==> config.mk <==
export PLATFORM = sky130hd
export DESIGN_NAME = lcd_fb_scanout
export DESIGN_NICKNAME = d
export VERILOG_FILES = /design/src/rtl/lcd_fb_scanout.sv
export SDC_FILE = /design/constraint.sdc
export NUM_CORES = 1
export LEC_CHECK = 0
export ABC_AREA = 0
export BUFFER_PORTS_ARGS = -buffer_cell sky130_fd_sc_hd__buf_2
export CAP_MARGIN = 20
export CORE_AREA = 2 2 153 155
export CTS_BUF_LIST = sky130_fd_sc_hd__clkbuf_8 sky130_fd_sc_hd__clkbuf_16
export DETAILED_ROUTE_END_ITERATION = 6
export DIE_AREA = 0 0 155 157
export MAX_ROUTING_LAYER = met4
export SLEW_MARGIN = 10
export SYNTH_ARGS = -nofsm -noshare
export SYNTH_HDL_FRONTEND = slang
export SYNTH_SLANG_ARGS = --single-unit
==> constraint.sdc <==
create_clock -name clk -period 4.1 [get_ports clk]
set_input_delay 0.615 -clock clk [delete_from_list [all_inputs] [get_ports clk]]
set_output_delay 0.615 -clock clk [all_outputs]
set_load 0.05 [all_outputs]
==> src/rtl/lcd_fb_scanout.sv <==
// Framebuffer scan-out for a 4-bit STN LCD: fetches fbram bytes line by line,
// shifts them out as nibbles and generates CL1/CL2/FLM/M timing.
module lcd_fb_scanout #(
    parameter int H_BYTES   = 40,
    parameter int V_LINES   = 240,
    parameter int LP_CYCLES = 2,
    parameter int ADDR_W    = 32
) (
    input  logic              clk,
    input  logic              rst,
    input  logic [7:0]        fb_data,
    output logic              fb_clk,
    output logic [ADDR_W-1:0] fb_addr,
    output logic [3:0]        data,
    output logic              dclk,
    output logic              lp,
    output logic              flm,
    output logic              m,
    output logic              frame_start
);
    localparam int CNT_W  = (LP_CYCLES > 4) ? $clog2(LP_CYCLES) : 2;
    localparam int BYTE_W = (H_BYTES > 1) ? $clog2(H_BYTES) : 1;
    localparam int LINE_W = (V_LINES > 1) ? $clog2(V_LINES) : 1;
    localparam logic [CNT_W-1:0]  LP_LAST   = CNT_W'(LP_CYCLES - 1);
    localparam logic [CNT_W-1:0]  PH_LAST   = CNT_W'(3);
    localparam logic [BYTE_W-1:0] BYTE_LAST = BYTE_W'(H_BYTES - 1);
    localparam logic [LINE_W-1:0] LINE_LAST = LINE_W'(V_LINES - 1);
    localparam logic [ADDR_W-1:0] LINE_STEP = ADDR_W'(H_BYTES);

    typedef enum logic [1:0] {START, FETCH, SHIFT, LP} state_t;

    state_t            state, state_nx;
    logic [CNT_W-1:0]  cnt, cnt_nx;
    logic [BYTE_W-1:0] byte_idx, byte_nx;
    logic [LINE_W-1:0] line_idx, line_nx;
    logic [ADDR_W-1:0] base, base_nx;
    logic [ADDR_W-1:0] addr_q;
    logic [7:0]        shift_buf;
    logic              m_q;
    logic              hold_q;
    logic              not_last;

    assign not_last = (byte_idx != BYTE_LAST);

    always_comb begin
        state_nx = state;
        cnt_nx   = cnt + CNT_W'(1);
        byte_nx  = byte_idx;
        line_nx  = line_idx;
        base_nx  = base;
        case (state)
            START: if (cnt == LP_LAST) begin
                state_nx = FETCH;
                cnt_nx   = '0;
                line_nx  = '0;
                base_nx  = '0;
            end
            FETCH: if (cnt == PH_LAST) begin
                state_nx = SHIFT;
                cnt_nx   = '0;
                byte_nx  = '0;
            end
            SHIFT: if (cnt == PH_LAST) begin
                cnt_nx = '0;
                if (not_last) begin
                    byte_nx = byte_idx + BYTE_W'(1);
                end else begin
                    state_nx = (line_idx == LINE_LAST) ? START : LP;
                end
            end
            LP: if (cnt == LP_LAST) begin
                state_nx = FETCH;
                cnt_nx   = '0;
                line_nx  = line_idx + LINE_W'(1);
                base_nx  = base + LINE_STEP;
            end
        endcase
    end

    // Pin decode; hold_q blanks every output for the cycle following reset.
    always_comb begin
        fb_clk      = 1'b0;
        fb_addr     = addr_q;
        data        = 4'h0;
        dclk        = 1'b0;
        lp          = 1'b0;
        flm         = 1'b0;
        frame_start = 1'b0;
        m           = m_q & ~hold_q;
        if (hold_q) begin
            fb_addr = '0;
        end else begin
            case (state)
                START: begin
                    lp          = 1'b1;
                    flm         = 1'b1;
                    frame_start = (cnt == '0);
                end
                FETCH: begin
                    if (cnt == '0) fb_addr = base;
                    fb_clk = (cnt == CNT_W'(1));
                end
                SHIFT: begin
                    dclk = ~cnt[0];
                    data = cnt[1] ? shift_buf[3:0] : shift_buf[7:4];
                    if (not_last) begin
                        if (cnt == '0) fb_addr = base + ADDR_W'(byte_idx) + ADDR_W'(1);
                        fb_clk = (cnt == CNT_W'(1));
                    end
                end
                LP: lp = 1'b1;
            endcase
        end
    end

    always_ff @(posedge clk) begin
        if (rst) begin
            hold_q   <= 1'b1;
            state    <= START;
            cnt      <= '0;
            byte_idx <= '0;
            line_idx <= '0;
            base     <= '0;
            addr_q   <= '0;
            m_q      <= 1'b0;
        end else begin
            hold_q <= 1'b0;
            addr_q <= fb_addr;
            if (!hold_q) begin
                state    <= state_nx;
                cnt      <= cnt_nx;
                byte_idx <= byte_nx;
                line_idx <= line_nx;
                base     <= base_nx;
                if (state == SHIFT && state_nx == START) m_q <= ~m_q;
            end
        end
    end

    // Shift buffer is data only: loaded at F3, and at P3 for the prefetched byte.
    always_ff @(posedge clk) begin
        if (!hold_q && cnt == PH_LAST &&
            (state == FETCH || (state == SHIFT && not_last))) begin
            shift_buf <= fb_data;
        end
    end
endmodule

==> parameters.txt <==
Parameter                              Value

Run status
  Outcome    finished clean

Clock tree
  Sinks on Clock Net    between 80 and 90
  Clock tree from TritonCTS    done
  Hold buffer count at CTS    0
  CTS max path bufs    2
  TritonCTS Buffers    9
  CTS clock-pin slew for the worst setup and hold paths    ~0.060 ns
  Total setup buffers inserted after CTS    0
  Clock latency on the worst-skew pair    0.36 ns
  Number of levels in the clock H-tree    3
  Root Buffer Master    sky130_fd_sc_hd__clkbuf_16
  Post-cts repair resize count    0

Timing
  Minimum period implied by the final worst setup slack    ~3.8 ns
  Final setup violation count    0
  Aggregate negative setup slack    0 ns
  Transition time of the tightest slew-check pin    approximately 0.77 ns
  Tcrit/Tclk final    between 90% and 100%
  Worst hold margin    0.438 ns
  Fmax    260 MHz
  Number of hold-slack violations in the final timing report    0
  Worst path setup slack after routing    0.258 ns
  Clock Skew    0.0102 ns
  Remaining max-slew budget at the tightest pin    48.4%
  Unrepaired setup endpoints after global routing    no
  Max-slew violations    0

Worst setup path
  Launching point of the worst reg2reg path    state[0]
  Critical Setup Path Class    register to output port
  Worst r2r path cells    8
  Crit path depth    8
  Worst Setup SP    state[0]
  Critical path startpoint category    register
  Library cell contributing the largest single delay on the critical path    sky130_fd_sc_hd__a211oi_2
  Crit path required time    between 3 and 4 ns
  Largest fanout on the critical path    21
  End of the worst register-to-register path    addr_q[9]
  Crit path arrival time    between 3 and 4 ns
  Critical path endpoint category    output port
  Delay of the slowest cell on the worst path    between 0.5 and 0.6 ns
  Crit-path leading delay family    compound AO/OA/AOI/OAI gates
  Most used cell along the critical path    sky130_fd_sc_hd__nand2_1
  Setup slack of the most critical reg-to-reg path    roughly 1.4 ns
  Termination of the worst setup path    fb_addr[5]
  Crit path cell chain    inv_1 > ha_1 > buf_4 > nand2_1 > a211oi_2 > nand2_1 > a31oi_1 > buf_2
  Buffers and inverters on the worst path    3

Finish
  Ratio of cells with drive above 1 in the final layout    between 10 and 15%
  Number of diodes added for antenna fixing    0
  Count of placed standard cells in the final layout, fillers left out    1009
  FILL cells    roughly 2400
  Multi-input gate area in the final layout    0.00344 mm2
  Final cell utilization of the core    28.2%
  Storage element area    0.00186 mm2
  Final net count    between 700 and 800
  Final cell area excluding filler cells    between 0.006 and 0.007 mm2
  Layout overhead on the synthesized area    13.6%

Synth
  Cells taking the most area after synthesis    sky130_fd_sc_hd__dfxtp_1 29%, sky130_fd_sc_hd__nor2_1 5.8%, sky130_fd_sc_hd__edfxtp_1 4.3%, sky130_fd_sc_hd__a21oi_1 3.5%, sky130_fd_sc_hd__xnor2_1 3.5%
  Synthesized Nets    around 720
  Summed instance area of the synthesized netlist    around 0.0056 mm2
  Yosys top cell area share    29.0%
  Count of state elements after synthesis    between 80 and 90
  Post-synthesis sequential area ratio    around 33%
  Yosys warnings    0
  Yosys cell types    between 70 and 80
  Post-Synthesis Mean Instance Area    approximately 8.0 um2
  Library cell with the largest summed area after synthesis    sky130_fd_sc_hd__dfxtp_1
  EDFF count, synth    8
  Mapped Cells    just under 700
  Most used flip-flop cell after synthesis    sky130_fd_sc_hd__dfxtp_1
  Dominant cell by count in the synthesized netlist    sky130_fd_sc_hd__nor2_1
  Leading cell types by count after synthesis    87 x sky130_fd_sc_hd__nor2_1, 81 x sky130_fd_sc_hd__dfxtp_1, 44 x sky130_fd_sc_hd__nand2_1
  Fraction of registers with async set or reset after synthesis    0%

GRT
  Vias in the first global route    5082
  Antenna violations before repair    0
  Maximum number of pins on one net before global-route repair    between 50 and 60
  Global-route wire length before repair    26.9 mm
  Global routing usage summed across all routing layers    approximately 14%
  Grt total ovfl    0

Route
  Final ANT Viol Nets    0
  Overall routed net length    roughly 17 mm
  Total number of vias    5292
  DRC    0
  Average wire length per cell after detail routing    roughly 16 um
  Ratio of routed vias to standard cells    approximately 5.2
  Number of design-rule violations left by the first detailed-router iteration    398
  Number of iterations in the first detailed-routing pass    6

Placement
  Final Wtd Congestion    between 0.8 and 0.9
  Cells after DPL    about 990
  Count of buffers inserted at the top-level ports    51
  Detailed placement HPWL    12.0 mm
  Area after detailed placement    around 0.0061 mm2
  Post-place setup slack    approximately 0.66 ns

Floorplanning
  Die area    0.0243 mm2
  Initial core utilization    24.8%
  Std cell rows    55
  Number of placed I/O pins    52
  Die Height    about 160 um
  Floorplan die width    between 150 and 200 um
  Placeable core region    0.0225 mm2

Power
  Total Power Consumption    1.86 mW
  PwrDens    a little under 300 mW/mm2
  Leakage    ~2.2 nW
  VDD IR-drop max    about 170 uV

Worst hold path
  Type of the tightest min-delay check    input port to register
  Hold Path Origin    fb_data[1]

Flow run
  Max Cap Viol    0
-- metal layers --
| layer | wire (um) | global-route usage (%) | vias up |
|---|---|---|---|
| met4 | 389 | 5.51 | 0 |
| met3 | 812 | 2.40 | 26 |
| met1 | 7680 | 18.0 | 2516 |
| met5 | 0 | - | - |
| li1 | - | - | 2610 |
| met2 | 7730 | 23.0 | 140 |
-- worst min-delay path by stage --
stage	to	slack (ns)	cells after the start
6_report	shift_buf[1]	0.44	1
5_1_grt	shift_buf[1]	0.43	1
4_1_cts	shift_buf[0]	0.43	1
3_5_place_dp	addr_q[16]	0.46	2
3_3_place_gp	addr_q[16]	0.45	2
2_1_floorplan	addr_q[16]	0.44	2
-- registers in the layout (all words and copies together), names as in the netlist --
name       count
hold_q         1
m_q            1
state          2
base          29
cnt            2
line_idx       8
byte_idx       6
addr_q        32
shift_buf      8
-- cell type report --
| type | count | area share [%] |
|---|---|---|
| Tap cell | 285 | 5.62 |
| Clock inverter | 6 | 0.947 |
| Inverter | 19 | 1.12 |
| Multi-Input combinational cell | 541 | 54.3 |
| Timing Repair Buffer | 60 | 5.09 |
| Clock buffer | 9 | 3.55 |
| Sequential cell | 89 | 29.4 |
-- where the power goes --
part	switching, mW	leakage, nW	internal, mW
logic	0.105	1.37	0.0383
clock network	0.365	0.143	0.467
registers	0.00589	0.725	0.881
-- layout by cell type (no fill, tap or decap), types with 9 or more instances in the layout --
master                      count
sky130_fd_sc_hd__nor2_1        87
sky130_fd_sc_hd__dfxtp_1       80
sky130_fd_sc_hd__buf_2         51
sky130_fd_sc_hd__nand2_1       44
sky130_fd_sc_hd__a21oi_1       39
sky130_fd_sc_hd__nor3_1        32
sky130_fd_sc_hd__o21ai_0       30
sky130_fd_sc_hd__nand3_1       24
sky130_fd_sc_hd__xnor2_1       22
sky130_fd_sc_hd__inv_1         20
sky130_fd_sc_hd__xor2_1        20
sky130_fd_sc_hd__nand4_1       18
sky130_fd_sc_hd__a22oi_1       18
sky130_fd_sc_hd__nor2b_1       14
sky130_fd_sc_hd__ha_1          14
sky130_fd_sc_hd__mux2i_1       11
sky130_fd_sc_hd__a211oi_1      11
sky130_fd_sc_hd__a31oi_1       11
sky130_fd_sc_hd__o22ai_1       10
sky130_fd_sc_hd__and4_1         9
sky130_fd_sc_hd__clkbuf_16      9
sky130_fd_sc_hd__buf_4          9
-- cell families after synthesis --
group | Yosys count | synth area share (%)
multiplexers | 16 | 2.98
AND/OR/NAND/NOR | 295 | 27.9
buffers and inverters | 65 | 5.02
flip-flops | 89 | 33.3
XOR/XNOR | 42 | 6.59
adder cells (fa/ha/maj) | 14 | 3.14
AO/OA/AOI/OAI | 174 | 21.0
(Power assumes the default switching activity.)
